### config.mk
export PLATFORM = sky130hd
export DESIGN_NAME = pc_bpred
export DESIGN_NICKNAME = d
export VERILOG_FILES = /design/src/rtl/pc_bpred.sv
export SDC_FILE = /design/constraint.sdc
export NUM_CORES = 1
export LEC_CHECK = 0
export CELL_PAD_IN_SITES_DETAIL_PLACEMENT = 1
export CELL_PAD_IN_SITES_GLOBAL_PLACEMENT = 2
export CORE_MARGIN = 2
export CORE_UTILIZATION = 20
export CTS_CLUSTER_DIAMETER = 30
export DETAILED_ROUTE_END_ITERATION = 8
export PLACE_DENSITY = 0.89
export SYNTH_ARGS = -nofsm -noshare
export SYNTH_HDL_FRONTEND = slang
export SYNTH_SLANG_ARGS = --single-unit
### constraint.sdc
create_clock -name clk_in -period 3.5 [get_ports clk_in]
set_input_delay 0.7 -clock clk_in [delete_from_list [all_inputs] [get_ports clk_in]]
set_output_delay 0.7 -clock clk_in [all_outputs]
set_load 0.005 [all_outputs]
### src/rtl/pc_bpred.sv
// Fetch PC generator with an optional direct-mapped BTB and 2-bit direction counters.
// Optional feature macro: PC_BPRED_BTB_EN (defined -> BTB and counters are built;
// undefined -> the PC simply steps by 4 unless redirected).
module pc_bpred #(
  parameter int XLEN = 32,
  parameter int BTB_INDEX_LEN = 6,
  parameter logic [XLEN-1:0] RESET_PC = '0
) (
  input  logic            clk_in,
  input  logic            rst_in,
  input  logic            rdy_in,
  input  logic            stall_in,
  input  logic            ex_redirect_in,
  input  logic [XLEN-1:0] ex_redirect_addr_in,
  input  logic            ex_upd_valid_in,
  input  logic [XLEN-1:0] ex_upd_pc_in,
  input  logic            ex_upd_taken_in,
  input  logic [XLEN-1:0] ex_upd_target_in,
  output logic [XLEN-1:0] pc_out,
  output logic            pred_taken_out,
  output logic [XLEN-1:0] pred_target_out
);

  localparam logic [XLEN-1:0] PC_STEP = XLEN'(4);

  logic [XLEN-1:0] pc;
  logic [XLEN-1:0] pc_plus4;
  logic            pred_taken;
  logic [XLEN-1:0] pred_target;

  // Sequential fetch address; wraps naturally modulo 2^XLEN.
  assign pc_plus4 = pc + PC_STEP;

`ifdef PC_BPRED_BTB_EN
  localparam int TAG_LEN = XLEN - BTB_INDEX_LEN - 2;
  localparam int ENTRIES = 1 << BTB_INDEX_LEN;

  logic [ENTRIES-1:0]       valid;
  logic [1:0]               ctr     [ENTRIES];
  logic [TAG_LEN-1:0]       tag_mem [ENTRIES];
  logic [XLEN-1:0]          tgt_mem [ENTRIES];

  logic [BTB_INDEX_LEN-1:0] look_idx;
  logic [TAG_LEN-1:0]       look_tag;
  logic                     look_hit;
  logic [BTB_INDEX_LEN-1:0] upd_idx;
  logic [TAG_LEN-1:0]       upd_tag;
  logic                     upd_hit;
  logic                     upd_en;
  logic                     unused_bits;

  assign look_idx = pc[BTB_INDEX_LEN+1:2];
  assign look_tag = pc[XLEN-1:BTB_INDEX_LEN+2];
  assign look_hit = valid[look_idx] && (tag_mem[look_idx] == look_tag);

  assign upd_idx  = ex_upd_pc_in[BTB_INDEX_LEN+1:2];
  assign upd_tag  = ex_upd_pc_in[XLEN-1:BTB_INDEX_LEN+2];
  assign upd_hit  = valid[upd_idx] && (tag_mem[upd_idx] == upd_tag);
  assign upd_en   = rdy_in && ex_upd_valid_in;

  assign unused_bits = ^{ex_redirect_addr_in[1:0], ex_upd_pc_in[1:0]};

  // Combinational prediction from the pre-edge BTB contents.
  always_comb begin
    pred_taken  = look_hit && ctr[look_idx][1];
    pred_target = pred_taken ? tgt_mem[look_idx] : pc_plus4;
  end

  // Valid bits and direction counters: cleared by reset, trained by resolved branches.
  always_ff @(posedge clk_in or negedge rst_in) begin
    if (!rst_in) begin
      valid <= '0;
      for (int i = 0; i < ENTRIES; i++) begin
        ctr[i] <= 2'b01;
      end
    end else if (upd_en) begin
      if (upd_hit) begin
        if (ex_upd_taken_in) begin
          if (ctr[upd_idx] != 2'b11) ctr[upd_idx] <= ctr[upd_idx] + 2'b01;
        end else begin
          if (ctr[upd_idx] != 2'b00) ctr[upd_idx] <= ctr[upd_idx] - 2'b01;
        end
      end else if (ex_upd_taken_in) begin
        valid[upd_idx] <= 1'b1;
        ctr[upd_idx]   <= 2'b10;
      end
    end
  end

  // Tag/target storage; only meaningful behind a valid bit, so no reset is needed.
  always_ff @(posedge clk_in) begin
    if (rst_in && upd_en && ex_upd_taken_in) begin
      tag_mem[upd_idx] <= upd_tag;
      tgt_mem[upd_idx] <= ex_upd_target_in;
    end
  end
`else
  logic unused_upd;

  assign unused_upd = ^{ex_redirect_addr_in[1:0], ex_upd_valid_in, ex_upd_pc_in,
                        ex_upd_taken_in, ex_upd_target_in};

  // Without a BTB every fetch is predicted sequential.
  always_comb begin
    pred_taken  = 1'b0;
    pred_target = pc_plus4;
  end
`endif

  // PC register: global ready gates everything, redirect beats stall.
  always_ff @(posedge clk_in or negedge rst_in) begin
    if (!rst_in) begin
      pc <= RESET_PC;
    end else if (rdy_in) begin
      if (ex_redirect_in) begin
        pc <= {ex_redirect_addr_in[XLEN-1:2], 2'b00};
      end else if (!stall_in) begin
        pc <= pred_target;
      end
    end
  end

  assign pc_out          = pc;
  assign pred_taken_out  = pred_taken;
  assign pred_target_out = pred_target;

endmodule

==> summary.txt, run 1 <==
Clocking
  • Clk root buf: clkbuf_16
  • Later-pin clock latency in the skew report: 0.28 ns
  • CTS H-tree depth: 2
  • Clock Sinks: 30
  • CTS tree: done
  • Clk slew on worst S/H paths: roughly 0.05 ns
  • TritonCTS Buffers: 5
  • CTS max path bufs: 2
  • Hold bufs inserted after CTS: 0

Setup path
  • Worst path slowest cell: dfrtp_1
  • R2r endpoint: pc_out[14]
  • Critical path cell sequence: and4_2 > nand3_1 > or3_1 > xnor2_1 > clkdlybuf4s50_1
  • Worst setup EP type: output pin
  • RR Startpoint: pc_out[2]
  • CP Depth: 5
  • Worst path required time: ~2.8 ns
  • Cell family with most CP delay: simple AND/OR/NAND/NOR gates
  • Worst R2R Setup Slack: 1.47 ns
  • Setup Crit Path Kind: reg -> out
  • Critical Path AT: between 2 and 3 ns
  • Slowest Stage Delay on Critical Path: around 0.56 ns
  • CP max FO: 11
  • CP Launch Type: flip-flop
  • Bufs and invs on worst path: 1
  • Worst reg2reg path depth: 6

Power and ir drop
  • Psw: 0.516 mW
  • Share of power burned in registers: around 35%
  • PwrDens: a little over 400 nW/um^2
  • Comb power frac: 37.1%
  • Sw frac: 33.4%
  • Clock Power Share: roughly 28%
  • Leak: 1.48 nW
  • P_int: slightly above 1 mW
  • VDD IR-drop max: 0.267 mV

Cells and area
  • # diodes: 0
  • Max reg flops: 30
  • Non-Filler Instances: 570
  • Layout cells sized above 1: 9.30%
  • Synth-to-Final Area Change: 49.4%
  • Fillers: 1479
  • Final core utilization: approximately 31%
  • Nets: around 500

Placement
  • Inst Count DP: 560
  • GPL Wtd Cong: approximately 0.84
  • PortBufs: 94
  • Dpl hpwl: around 7.5 mm

Global route
  • First-pass GRT wire length: 16.1 mm
  • Vias in the first global route: 2957
  • Total track usage: 14.4%
  • Initial antenna violation count: 0
  • Largest net degree at the start of global routing: 42
  • Gr ovfl total: 0

STA
  • Fin crit share: a little over nine tenths
  • Slew at the pin closest to its max-slew limit: 0.711 ns
  • Fmax: 0.296 GHz
  • Slew HR: 52.6%
  • Min Tclk post-route: 3.38 ns
  • RSZ-0062 raised after global routing: true
  • Final Setup Violations: 0
  • Final Hold Slack: 0.622 ns
  • Final Skew: 0.00326 ns
  • Slew Limit Fails: 0
  • Setup_tns: 0 ns
  • Endpoints failing hold: 0

Die
  • Die Y-Extent: around 120 um
  • Die W: between 100 and 150 um
  • Die area: 13800 um^2
  • Core ar.: 12600 um^2
  • IO Pins: between 150 and 200
  • Row cnt: 41
  • Starting Density: around a fifth

Logic synthesis
  • Leading area contributor after synthesis: dfrtp_1
  • Synthesized area per cell: 8.18 um^2
  • Top-area cell type share of the netlist area: 29.2%
  • Synth Instances: 314
  • Post-synth EDFFs: 0
  • Synth unique cells: 49
  • Sequential area share after synthesis: approximately 29%
  • Synth area leaders: dfrtp_1 29%, xnor2_1 6.5%, and3_1 4.9%, nand4_1 4.4%, o211ai_1 4.1%
  • Most used flip-flop cell after synthesis: dfrtp_1
  • #FFs+latches synth: 30
  • Total of warnings raised by yosys: 0
  • Async S/R FF share, synth: 100%
  • Synth Cell Area: 2570 um^2

Run
  • Max-cap violations: 0

Drt
  • Top layer in use: met4
  • Drt initial violations: between 150 and 200
  • Metal-1 WL: approximately 4.5 mm
  • DR WL met2: 4.88 mm
  • Vias: between 2000 and 3000
  • Detail Route Antenna Nets: 0
  • Post-Route WL: 9.89 mm
  • DRC: 0
  • Met3 wire length: 419 um
  • WL/cell: ~17 um
  • Vias/cell: 4.89
  • First drt pass iteration count: 4

Min path
  • Hold_sp: pc_out[31]
  • Worst hold path cell count: 2
  • Worst hold path endpoint: pc_out[31]
  • Hold/Removal Path Class: reg -> reg

Status
  • Status: finished clean
-- stage by stage --
| step | total power, mW | instance area (um^2) | worst slack (ns) |
|---|---|---|---|
| CTS | 1.56 | 3800 | 0.0179 |
| global route | 1.64 | 3840 | -0.0442 |
| detailed placement | 1.11 | 3640 | 0.294 |
| floorplan | 0.752 | 2580 | 1.14 |
| global placement | 1.09 | 3640 | 0.374 |
| finish | 1.55 | 3840 | 0.121 |
-- synth_stat cells (all sizes together), types with 2 or more instances --
cell / number
dfrtp: 30
and3: 20
nand4: 20
o21ai: 20
buf: 19
xnor2: 19
a21oi: 18
nand3: 17
clkbuf: 16
o211ai: 16
nand2: 15
nor2: 14
or3: 9
xor2: 9
a22oi: 8
mux2i: 8
inv: 6
o2bb2ai: 6
and4: 5
nor3: 5
or2: 4
a41o: 3
and2: 3
a211oi: 2
a2bb2oi: 2
a31oi: 2
a32oi: 2
nor4: 2
o311ai: 2
-- kinds of logic after synthesis --
group	after synthesis	share of synthesized area [%]
simple gates	120	26.9
buf+inv	41	7.99
mux	9	3.56
flops	30	29.2
compound gates	84	22.1
fa+ha+maj	1	0.487
other cells	1	0.146
xor+xnor	28	9.55
-- cell type report --
type                       instances  area, um^2  area share [%]
tap                              172         215            5.61
sequential                        30         751            19.6
inverter                           6        22.5           0.587
timing repair buffer             107        1030            26.9
multi-input combinational        247        1670            43.4
clock buffer                       6         139            3.62
clock inverter                     2        12.5           0.326
-- worst max path at each step --
stage	from	endpoint	slack, ns
4_1_cts	pc_out[2]	pred_target_out[22]	0.02
5_1_grt	pc_out[2]	pred_target_out[20]	-0.04
3_3_place_gp	pc_out[2]	pred_target_out[28]	0.37
3_5_place_dp	pc_out[2]	pred_target_out[26]	0.29
2_1_floorplan	pc_out[2]	pred_target_out[26]	1.14
6_report	pc_out[10]	pred_target_out[29]	0.12
-- repair_timing --
item                                    CTS  global route
endpoints found under the setup margin    2             7
resized for setup                         2             4
setup buffers                             0             2
-- worst min-delay path: cells and delay by family (launching register included) --
| family | cells | cell delay [ns] |
|---|---|---|
| AOI/OAI and AO/OA | 2 | 0.17 |
| DFF | 1 | 0.42 |
-- cells in the final DEF, fill, tap and decap left out, types with 3 or more instances in the layout --
cell             instances
inv_1                    6
buf_4                   13
conb_1                   5
a22oi_1                  8
dfrtp_1                 30
and3_1                  20
xnor2_1                 19
clkdlybuf4s50_1         93
mux2i_1                  8
nand2_1                 15
a41o_1                   3
clkbuf_16                5
and2_1                   3
a21oi_1                 18
and4_1                   4
o211ai_1                14
o2bb2ai_1                6
o21ai_0                 19
or3_1                    9
xor2_1                   9
nor3_1                   3
nor2_1                  13
nand4_1                 18
nand3_1                 17
-- metal layers --
layer,global-route usage (%),vias to the layer above
li1,-,1333
met1,18.6,1380
met2,23.9,64
met3,3.45,8
met4,3.84,0
met5,0,-
-- power by group through the flow --
| stage | registers, mW | logic (mW) | clock network [mW] |
|---|---|---|---|
| 5_1_grt | 0.548 | 0.623 | 0.466 |
| 6_report | 0.534 | 0.574 | 0.441 |
| 2_1_floorplan | 0.482 | 0.270 | 0 |
| 4_1_cts | 0.533 | 0.575 | 0.451 |
| 3_3_place_gp | 0.530 | 0.558 | 0 |
| 3_5_place_dp | 0.537 | 0.572 | 0 |
Note: power is estimated with default switching activity, not from simulation.
==> inputs of run 2 (changes only) <==
--- a/config.mk
+++ b/config.mk
@@ -8,10 +8,11 @@
 export CELL_PAD_IN_SITES_DETAIL_PLACEMENT = 1
 export CELL_PAD_IN_SITES_GLOBAL_PLACEMENT = 2
 export CORE_MARGIN = 2
-export CORE_UTILIZATION = 20
+export CORE_UTILIZATION = 21
+export CTS_BUF_LIST = sky130_fd_sc_hd__clkbuf_8
 export CTS_CLUSTER_DIAMETER = 30
 export DETAILED_ROUTE_END_ITERATION = 8
-export PLACE_DENSITY = 0.89
+export PLACE_DENSITY = 0.92
 export SYNTH_ARGS = -nofsm -noshare
 export SYNTH_HDL_FRONTEND = slang
 export SYNTH_SLANG_ARGS = --single-unit
==> run 2 against run 1 <==
  * Cell count down 4.0%
  * Global-route usage up 0.71 points
  * Sequential power down 2%
  * Critical path depth up 1
  * Setup slack better by 0.018 ns
  * Core utilization up 0.89 points
  * Wire length down 0.75%
  * Clock skew up 0.0057 ns
  * Via count up 2.6%
  * Flip-flop and latch count unchanged
  * Clock power down 21%
  * Hold slack worse by 0.0059 ns
  * Critical path type unchanged
  * Critical endpoint is now pred_target_out[28]
  * Highest routed layer unchanged
==> summary.txt, run 2 (synthesis gave the netlist of run 1 again) <==
Global route
  • Gr ovfl total: 0
  • Total track usage: 15.1%
  • Largest net degree at the start of global routing: 49
  • Initial antenna violation count: 0
  • Vias in the first global route: 2967
  • First-pass GRT wire length: 15.8 mm

STA
  • Min Tclk post-route: ~3.4 ns
  • RSZ-0062 raised after global routing: false
  • PnR worst setup slack: about 0.14 ns
  • Fin crit share: around 96%
  • Slew at the pin closest to its max-slew limit: 0.664 ns
  • Endpoints failing hold: 0
  • Setup_tns: 0 ns
  • Final Skew: between 0.008 and 0.009 ns
  • Fmax: 0.298 GHz
  • Slew HR: approximately 55%
  • Final Setup Violations: 0
  • Slew Limit Fails: 0

Setup path
  • Worst R2R Setup Slack: 1.50 ns
  • Worst setup EP type: output pin
  • CP max FO: 7
  • Critical Path AT: 2.66 ns
  • R2r endpoint: pc_out[28]
  • Bufs and invs on worst path: 1
  • RR Startpoint: pc_out[2]
  • Critical path cell sequence: ha_1 > and4_1 > nand4_2 > nor3_2 > xor2_1 > clkdlybuf4s50_1
  • CP Launch Type: flip-flop
  • Cell family with most CP delay: simple AND/OR/NAND/NOR gates
  • Worst path slowest cell: clkdlybuf4s50_1
  • Worst path required time: between 2 and 3 ns
  • CP endpoint: pred_target_out[28]
  • Slowest Stage Delay on Critical Path: 0.52 ns
  • Beginning of the critical path: pc_out[2]
  • Setup Crit Path Kind: reg -> out
  • CP Depth: 6
  • Worst reg2reg path depth: 5

Die
  • Starting Density: 21.5%
  • Die area: 13100 um^2
  • Die W: ~110 um
  • Die Y-Extent: around 110 um
  • IO Pins: 168
  • Row cnt: 40
  • Core ar.: ~12000 um^2

Clocking
  • TritonCTS Buffers: 5
  • Later-pin clock latency in the skew report: 0.29 ns
  • CTS max path bufs: 2
  • Postcts setup bufs: 0
  • Clock Sinks: 30
  • CTS tree: done
  • Clk slew on worst S/H paths: 0.08 ns
  • Hold bufs inserted after CTS: 0
  • PostCTS Resize Cnt: 1
  • CTS H-tree depth: 2
  • Clk root buf: clkbuf_8

Drt
  • WL/cell: around 18 um
  • Post-Route WL: 9.82 mm
  • Drt initial violations: 152
  • Vias: 2857
  • DRC: 0
  • First drt pass iteration count: 4
  • Detail Route Antenna Nets: 0
  • Vias/cell: 5.22

Placement
  • Place WS: 0.334 ns
  • Inst Count DP: 539
  • GPL Wtd Cong: 0.836
  • Dpl hpwl: 7.46 mm
  • PortBufs: 94

Run
  • Max-cap violations: 0

Cells and area
  • Nets: 503
  • Most common cell after layout, fill and taps aside: clkdlybuf4s50_1
  • Synth-to-Final Area Change: 46.4%
  • Most frequent cells in the layout: 93 x clkdlybuf4s50_1, 30 x dfrtp_1, 20 x and3_1
  • Non-Filler Instances: about 550
  • # diodes: 0
  • Max reg flops: 30
  • Layout cells sized above 1: 9.75%

Status
  • Status: finished clean

Power and ir drop
  • VDD IR-drop max: approximately 0.13 mV
  • PwrDens: around 390 nW/um^2
  • Leak: 1.45 nW

Min path
  • Hold/Removal Path Class: reg -> reg
  • Hold_sp: pc_out[31]
-- run 2: metal layers --
layer | vias up | wire length, um | part of all wire (%) | track usage, %
li1 | 1332 | - | - | -
met1 | 1420 | 4380 | 45 | 19.6
met2 | 92 | 4690 | 48 | 24.9
met3 | 13 | 547 | 5.6 | 3.12
met4 | 0 | 194 | 2.0 | 4.88
met5 | - | 0 | 0 | 0
-- run 2: how the worst min path moves through the flow --
stage,endpoint,depth (start not counted)
after detailed placement,pc_out[3],2
after CTS,pc_out[3],2
after floorplan,pc_out[10],0
after global placement,pc_out[31],2
final,pc_out[31],2
after global routing,pc_out[13],1
-- run 2: stage by stage --
step	hold slack [ns]	utilization, %	total power, mW	instance area [um^2]
after floorplan	0.404	-	0.752	2580
after global routing	0.666	31.4	1.54	3760
after detailed placement	0.598	30.4	1.11	3640
after global placement	0.591	30.4	1.09	3640
final	0.616	31.4	1.45	3760
after CTS	0.617	31.4	1.46	3750
-- run 2: power by group --
| part | switching (mW) | total (mW) | internal (mW) |
|---|---|---|---|
| Combinational | 0.229 | 0.582 | 0.353 |
| Sequential | 0.121 | 0.522 | 0.402 |
| Clock | 0.150 | 0.349 | 0.199 |
| Total | 0.500 | 1.45 | 0.953 |
-- run 2: layout make-up --
cell class,count,area [um^2]
Sequential cell,30,751
Timing Repair Buffer,109,1050
Inverter,6,22.5
Fill cell,1386,8200
Tap cell,147,184
Clock buffer,8,110
Multi-Input combinational cell,247,1640
-- run 2: tightest hold or removal path, cell delays in order (launching register included) --
cell and delay [ns]:
dfrtp_1 0.43, a21oi_1 0.10, o211ai_2 0.06
